===== src/rtl/btn_event_source.sv =====
// Front-panel button producer: synchronises and debounces active-low buttons,
// turns stable transitions into press/release event words and queues them in a small FIFO.
module btn_event_source #(
    parameter int NUM_BTN      = 2,
    parameter int TICK_DIV     = 16,
    parameter int DEBOUNCE_CNT = 20,
    parameter int FIFO_DEPTH   = 4
) (
    input  logic               clk_50m,
    input  logic               rst_n,
    input  logic [NUM_BTN-1:0] btn_n,
    output logic               evt_valid,
    input  logic               evt_ready,
    output logic [3:0]         evt_data,
    output logic [NUM_BTN-1:0] btn_state,
    output logic               overflow
);

    localparam int AW = $clog2(FIFO_DEPTH);
    localparam logic [AW:0]         PTR_ONE  = 1;
    localparam logic [TICK_DIV-1:0] TICK_ONE = 1;
    localparam logic [5:0]          DEB_LAST = 6'(DEBOUNCE_CNT);

    logic [NUM_BTN-1:0]  sync1, sync2;
    logic [TICK_DIV-1:0] tick_cnt;
    logic                tick;
    logic [5:0]          deb_cnt [NUM_BTN];
    logic [NUM_BTN-1:0]  pending, pend_type;
    logic [3:0]          mem [FIFO_DEPTH];
    logic [AW:0]         wr_ptr, rd_ptr;
    logic                full, pop, push, push_type;
    logic [2:0]          push_idx;

    // Released buttons read as 1, so the sync chain resets to that level.
    always_ff @(posedge clk_50m or negedge rst_n) begin
        if (!rst_n) begin
            sync1 <= '1;
            sync2 <= '1;
        end else begin
            sync1 <= btn_n;
            sync2 <= sync1;
        end
    end

    always_ff @(posedge clk_50m or negedge rst_n) begin
        if (!rst_n) begin
            tick_cnt <= '0;
            tick     <= 1'b0;
        end else begin
            tick_cnt <= tick_cnt + TICK_ONE;
            tick     <= &tick_cnt;
        end
    end

    // Lowest pending index wins; a pop in the same cycle frees a slot for a full FIFO.
    always_comb begin
        push_idx  = 3'd0;
        push_type = 1'b0;
        for (int i = NUM_BTN - 1; i >= 0; i--) begin
            if (pending[i]) begin
                push_idx  = 3'(i);
                push_type = pend_type[i];
            end
        end
        push = (|pending) && (!full || pop);
    end

    // A new decision overrides the arbiter's clear; losing an unpushed event is flagged.
    always_ff @(posedge clk_50m or negedge rst_n) begin
        if (!rst_n) begin
            for (int i = 0; i < NUM_BTN; i++) deb_cnt[i] <= '0;
            btn_state <= '0;
            pending   <= '0;
            pend_type <= '0;
            overflow  <= 1'b0;
        end else begin
            for (int i = 0; i < NUM_BTN; i++) begin
                if (push && push_idx == 3'(i)) pending[i] <= 1'b0;
                if (tick) begin
                    if (~sync2[i] == btn_state[i]) begin
                        deb_cnt[i] <= '0;
                    end else if (deb_cnt[i] + 6'd1 == DEB_LAST) begin
                        deb_cnt[i]   <= '0;
                        btn_state[i] <= ~btn_state[i];
                        pending[i]   <= 1'b1;
                        pend_type[i] <= ~btn_state[i];
                        if (pending[i] && !(push && push_idx == 3'(i))) overflow <= 1'b1;
                    end else begin
                        deb_cnt[i] <= deb_cnt[i] + 6'd1;
                    end
                end
            end
        end
    end

    always_ff @(posedge clk_50m or negedge rst_n) begin
        if (!rst_n) begin
            for (int i = 0; i < FIFO_DEPTH; i++) mem[i] <= '0;
            wr_ptr <= '0;
            rd_ptr <= '0;
        end else begin
            if (push) begin
                mem[wr_ptr[AW-1:0]] <= {push_type, push_idx};
                wr_ptr              <= wr_ptr + PTR_ONE;
            end
            if (pop) rd_ptr <= rd_ptr + PTR_ONE;
        end
    end

    // Wrap bits differ with equal addresses only when every slot is occupied.
    assign full      = (wr_ptr ^ rd_ptr) == {1'b1, {AW{1'b0}}};
    assign evt_valid = (wr_ptr != rd_ptr);
    assign pop       = evt_valid && evt_ready;
    assign evt_data  = evt_valid ? mem[rd_ptr[AW-1:0]] : 4'b0000;

endmodule


===== config.mk =====
export PLATFORM = sky130hd
export DESIGN_NAME = btn_event_source
export DESIGN_NICKNAME = d
export VERILOG_FILES = /design/src/rtl/btn_event_source.sv
export SDC_FILE = /design/constraint.sdc
export NUM_CORES = 1
export LEC_CHECK = 0
export CAP_MARGIN = 15
export CORE_MARGIN = 3
export CORE_UTILIZATION = 59
export CTS_CLUSTER_SIZE = 10
export DETAILED_ROUTE_END_ITERATION = 10
export PLACE_DENSITY = 0.79
export SETUP_SLACK_MARGIN = 0.2
export SLEW_MARGIN = 20
export SYNTH_ARGS = -nofsm -noshare
export SYNTH_HDL_FRONTEND = slang
export SYNTH_SLANG_ARGS = --single-unit

===== constraint.sdc =====
create_clock -name clk_50m -period 2.4 [get_ports clk_50m]
set_input_delay 0.24 -clock clk_50m [delete_from_list [all_inputs] [get_ports clk_50m]]
set_output_delay 0.24 -clock clk_50m [all_outputs]
set_load 0.1 [all_outputs]

=== Word-level counts from Yosys, hierarchy flattened ===
Cells that the tools add are included.

* Output and inout bits: 8
* Word-level logic and storage cells: 87
* Bits of input ports: 5
* Register bits after elaboration: 60

* Eq/ne operators: 7
* Bitwise operators: 9
* Multiplexer cells: 31
* Reductions and logical operators: 16
* $lt $le $gt $ge: 3
* Add/sub/neg operators: 5

{| class="wikitable"
|+ Operators with widths
! cell !! count
|-
| 2-to-1 mux 6 bit || 4
|-
| 2-to-1 mux 1 bit || 19
|-
| adder 16 x 1 -> 16 bit (second input constant) || 1
|-
| bitwise mux 16 bit || 1
|-
| 2-to-1 mux 4 bit || 4
|-
| AND reduction 16 bit || 1
|-
| adder 6 x 1 -> 6 bit (second input constant) || 2
|-
| == test 6 x 5 -> 1 bit (second input constant) || 2
|-
| binary-select mux 4 bit (select 2 bit) || 1
|-
| demux 4 bit (select 2 bit) || 1
|-
| logical AND 1 bit || 7
|-
| adder 3 x 1 -> 3 bit (second input constant) || 2
|-
| >= comparator 3 bit (second input constant) || 2
|-
| NOT 1 bit || 6
|-
| NOT 2 -> 3 bit || 2
|-
| AND reduction 3 bit || 2
|-
| == test 3 x 1 -> 1 bit (second input constant) || 1
|-
| == test 3 bit (second input constant) || 1
|-
| zero test 1 bit || 3
|-
| zero test 3 bit || 1
|-
| less-than comparator 3 x 1 -> 1 bit (second input constant) || 1
|-
| 2-to-1 mux 3 bit || 1
|-
| != test 3 bit || 1
|-
| XOR 3 bit || 1
|-
| other kinds (3) || 4
|}

=== Logic depth before layout (Yosys ltp) ===
* Depth after elaboration: 16
* Mapped depth: 6
* Gate-level depth less buffers: 6

=== Worst setup path after synthesis ===
No wires, ideal clock.

* Kind: register to output
* Start: register wr_ptr[1]
* End: output evt_data[0]
* Buffers on the path: 0
* Cell stages (with the launch flop): 5
* Setup slack: -172 ps
* Arrival time: 2,332 ps
* Required time: 2,160 ps
* Cell sequence: dfrtp_1 -> xor2_1 -> nor2_1 -> nand2_1 -> and2_1

* Cells in the longest elaborated chain, start to end: 2

{| class="wikitable"
|+ RTL lines
! what !! RTL line !! source
|-
| start, declared || 30 || <nowiki>logic [AW:0] wr_ptr, rd_ptr;</nowiki>
|-
| start signal, assigned || 104 || <nowiki>wr_ptr <= wr_ptr + PTR_ONE;</nowiki>
|-
| != test 3 bit || 112 || <nowiki>assign evt_valid = (wr_ptr != rd_ptr);</nowiki>
|-
| net evt_valid || 12 || <nowiki>output logic evt_valid,</nowiki>
|-
| 2-to-1 mux 4 bit || 114 || <nowiki>assign evt_data = evt_valid ? mem[rd_ptr[AW-1:0]] : 4'b0000;</nowiki>
|-
| end, declared || 14 || <nowiki>output logic [3:0] evt_data,</nowiki>
|}

The timed path passes the listed nets, and every way through them passes these cells.

=== Worst setup path after layout ===
* Start: register rd_ptr[0]
* End: output evt_data[3]

* Cells in the longest elaborated chain, start to end: 5
* Elaborated cells between the ends (all ways): 6
* Those cells by class: eq/ne: 1; mux: 4; bitwise: 1

{| class="wikitable"
|+ RTL lines
! what !! RTL line !! source
|-
| start, declared || 30 ||
|-
| start signal, assigned || 106 || <nowiki>if (pop) rd_ptr <= rd_ptr + PTR_ONE;</nowiki>
|-
| NOT 2 -> 3 bit (not written as such) || 114 ||
|-
| binary-select mux 4 bit (select 2 bit) || 114 ||
|-
| 2-to-1 mux 4 bit (not written as such) (2 in series) || 114 ||
|-
| 2-to-1 mux 4 bit (*) || 114 ||
|}

Mark *: on every way between the ends. The rest lies on a longest branch, timed or not. The select of a mux whose other input is x is not followed.

==> key figures <==
Run status
  • Status: finished clean

Floorplanning
  • Die Area: 4960 µm²
  • Initial core utilization: 0.641
  • Core footprint: 3830 µm²
  • Row cnt: 22
  • DIE HEIGHT: 70.5 µm
  • Die X: 70.5 µm
  • I/O Pins: 13

Drt
  • DRT iter0 DRCs: 73
  • Residual DRC count: 0
  • Drt pass-1 iters: 4
  • Vias/cell: 5.68
  • Wire per inst: 15.5 µm
  • Vias: 1573
  • Final wirelength: 4300 µm
  • Detail Route Antenna Nets: 0

Synth
  • Multiplexer share of the synthesized area: 0.0679
  • Largest family of logic cells by synthesized area: simple AND/OR/NAND/NOR gates
  • FF+latch count, synth: 52
  • Adder-cell area share of the yosys netlist: 0.0459
  • Avg Cell Area, Syn: 11.6 µm²
  • Gate Count Post-Synth: 211
  • Post-synthesis sequential area ratio: 0.533
  • Post-synth top cells: 48 x dfrtp_1, 23 x nand2_1, 21 x xnor2_1, 14 x inv_1
  • Synth area leader: dfrtp_1
  • Xor-xnor portion of the synthesized cell area: 0.107
  • Yosys warning total: 0
  • Async SR Flop Fraction: 1.00
  • Post-synth EDFFs: 0
  • Synth top area share: 0.490
  • Dominant cell by count in the synthesized netlist: dfrtp_1
  • Synth Cell Area: 2450 µm²
  • Post-Synth Simple-Gate Area: 0.152
  • Synth Area in Compound Gates: 0.0623
  • Netlist cell types: 40
  • Cells taking the most area after synthesis: dfrtp_1 49%, xnor2_1 7.5%, ha_1 4.6%
  • Main synth FF type: dfrtp_1

Pwr
  • PwrDens: 777 nW/µm²
  • Max VDD drop: 0.000581 V
  • Tot Pwr: 2.14 mW
  • Leak Pwr: 1.26 nW

GRT
  • Initial antenna violation count: 0
  • GRT overflow: 0
  • Vias in the first global route: 1703
  • Pin count of the biggest net entering global routing: 22
  • Global-route usage over all layers: 0.198
  • First-pass GRT wire length: 7720 µm

Worst setup path
  • Worst flop-to-flop path startpoint: deb_cnt[0]$_DFFE_PN0P_
  • Crit path DAT: 1.77 ns
  • Worst Path Required: 2.16 ns
  • Crit start category: flip-flop
  • FF-to-FF setup slack: 0.52 ns
  • R2R cell count: 6
  • Top fanout value on the critical path: 5
  • R2R Path End: overflow$_DFF_PN0_
  • Critical Path Sink Type: primary output
  • Crit path kind: reg -> out

Worst hold path
  • Hold path start: btn_n[0]
  • Worst Hold Depth: 1
  • Hold path endpoint: sync1[0]$_DFF_PN1_
  • Path type of the worst min-delay path: in -> reg

STA
  • Worst Tran Pin Value: 0.551 ns
  • Fin. max-slew vios: 0
  • Final hold violations: 0
  • Slew HR: 0.629
  • Worst Skew: 0.00958 ns
  • Final setup violation count: 0
  • RSZ-0062 raised after global routing: false
  • Period Utilization, post-route: 0.838
  • Min Tclk post-route: 2.01 ns
  • Fmax: 497 MHz
  • Setup_tns: 0 ns

Place
  • HPWL after detailed placement: 3100 µm
  • IO buf count: 10
  • Final Wtd Congestion: 0.830
  • Placed insts: 268

CTS
  • Max clock buf depth: 2
  • H-tree depth: 2
  • CTS tree: built
  • Root buf cell: clkbuf_8
  • CTS Buf Count: 5
  • CTS resizes: 0
  • Clock-pin slew on the worst setup and hold paths: 0.09 ns
  • Total clock sinks: 52
  • Clk Latency, worst-skew pair: 0.30 ns
  • Post-CTS setup buffer count: 0

Layout
  • Synth-to-layout area growth: 12.7%
  • Fill count: 269
  • Share of cells above drive strength 1: 0.166
  • Fin cells: 277
  • Post-layout nets: 242
  • # diodes: 0
  • Area of the multi-input gates: 1080 µm²
  • FF/Latch Area: 1310 µm²

Flow run
  • MaxCap Viol Count: 0
-- per-layer routing --
metal,vias to the layer above,GRT usage,part of all wire
li1,740,-,-
met3,10,0.0518,0.033
met4,0,0.0872,0.015
met5,-,0,0
met1,794,0.239,0.42
met2,29,0.334,0.53
-- layout make-up --
| class | count | share of cell area |
|---|---|---|
| Clock buffer | 5 | 0.0249 |
| Clock inverter | 3 | 0.0326 |
| Tap cell | 48 | 0.0217 |
| Timing Repair Buffer | 13 | 0.0381 |
| Inverter | 14 | 0.0190 |
| Sequential cell | 52 | 0.473 |
| Multi-Input combinational cell | 142 | 0.391 |
-- metrics by stage --
step	hold WS (ns)	instance area, µm²	util	worst slack [ns]
after floorplan	-0.0556	2460	-	0.350
after global placement	0.204	2590	0.678	0.546
after detailed placement	0.215	2590	0.678	0.481
after CTS	0.321	2760	0.722	0.363
after global routing	0.317	2760	0.722	0.314
final	0.333	2760	0.722	0.390
-- how the worst max path moves through the flow --
stage                              from                   to  cells past startpoint
2_1_floorplan  pend_type[0]$_DFFE_PN0P_   overflow$_DFF_PN0_                      5
3_3_place_gp                  evt_ready  mem[11]$_DFFE_PN0P_                      5
3_5_place_dp                  evt_ready   mem[3]$_DFFE_PN0P_                      5
4_1_cts           rd_ptr[0]$_DFFE_PN0P_          evt_data[0]                      3
5_1_grt           rd_ptr[0]$_DFFE_PN0P_          evt_data[0]                      3
6_report          rd_ptr[0]$_DFFE_PN0P_          evt_data[3]                      3
-- sequential cells by signal, summed over array words and instances (netlist names) --
signal and cells:
mem 8, pending 2, overflow 1, sync2 2, pend_type 2, deb_cnt 12
wr_ptr 3, rd_ptr 3, sync1 2, tick 1, tick_cnt 16
-- worst max-delay path: stages (launching register included) --
cell and delay, ns:
dfrtp_1 0.51, mux4_2 0.53, and2_2 0.21, buf_4 0.23
-- logic make-up (layout without fill, tap and decap cells) --
kind of cell	Yosys count	after routing
AND/OR/NAND/NOR	67	67
flip-flops	52	52
XOR/XNOR	29	29
AO/OA/AOI/OAI	22	22
buffers and inverters	18	35
multiplexers	13	13
adder cells (fa/ha/maj)	9	9
other	1	2
-- timing repair --
item                                   in CTS  in global routing
endpoints found under the hold margin      16                  0
setup endpoints to repair                   0                  0
hold buffers                                1                  0
-- power by group --
group	total [mW]	switching [mW]	internal (mW)
clock	0.802	0.282	0.521
combinational	0.373	0.249	0.124
sequential	0.969	0.0530	0.916
total	2.14	0.583	1.56
-- cells in the final DEF (no fill, tap or decap), types with 3 or more instances in the layout --
master           synthesis  routed
nand2_1                 23      22
o22ai_1                  4       4
nand4_1                  3       3
nor2_1                   9       9
bufinv_16                0       3
and3_1                   3       3
mux2_2                   3       3
inv_1                   14      14
clkdlybuf4s50_1          0       3
xor2_1                   7       7
buf_4                    2       8
mux2_1                   6       6
xnor2_1                 21      21
clkbuf_8                 0       5
o21ai_0                 11      11
dfrtp_1                 48      48
nor2b_1                  3       3
nand3_1                 11      11
ha_1                     9       9
dfstp_2                  4       4
Power figures use the tool's default switching activity.
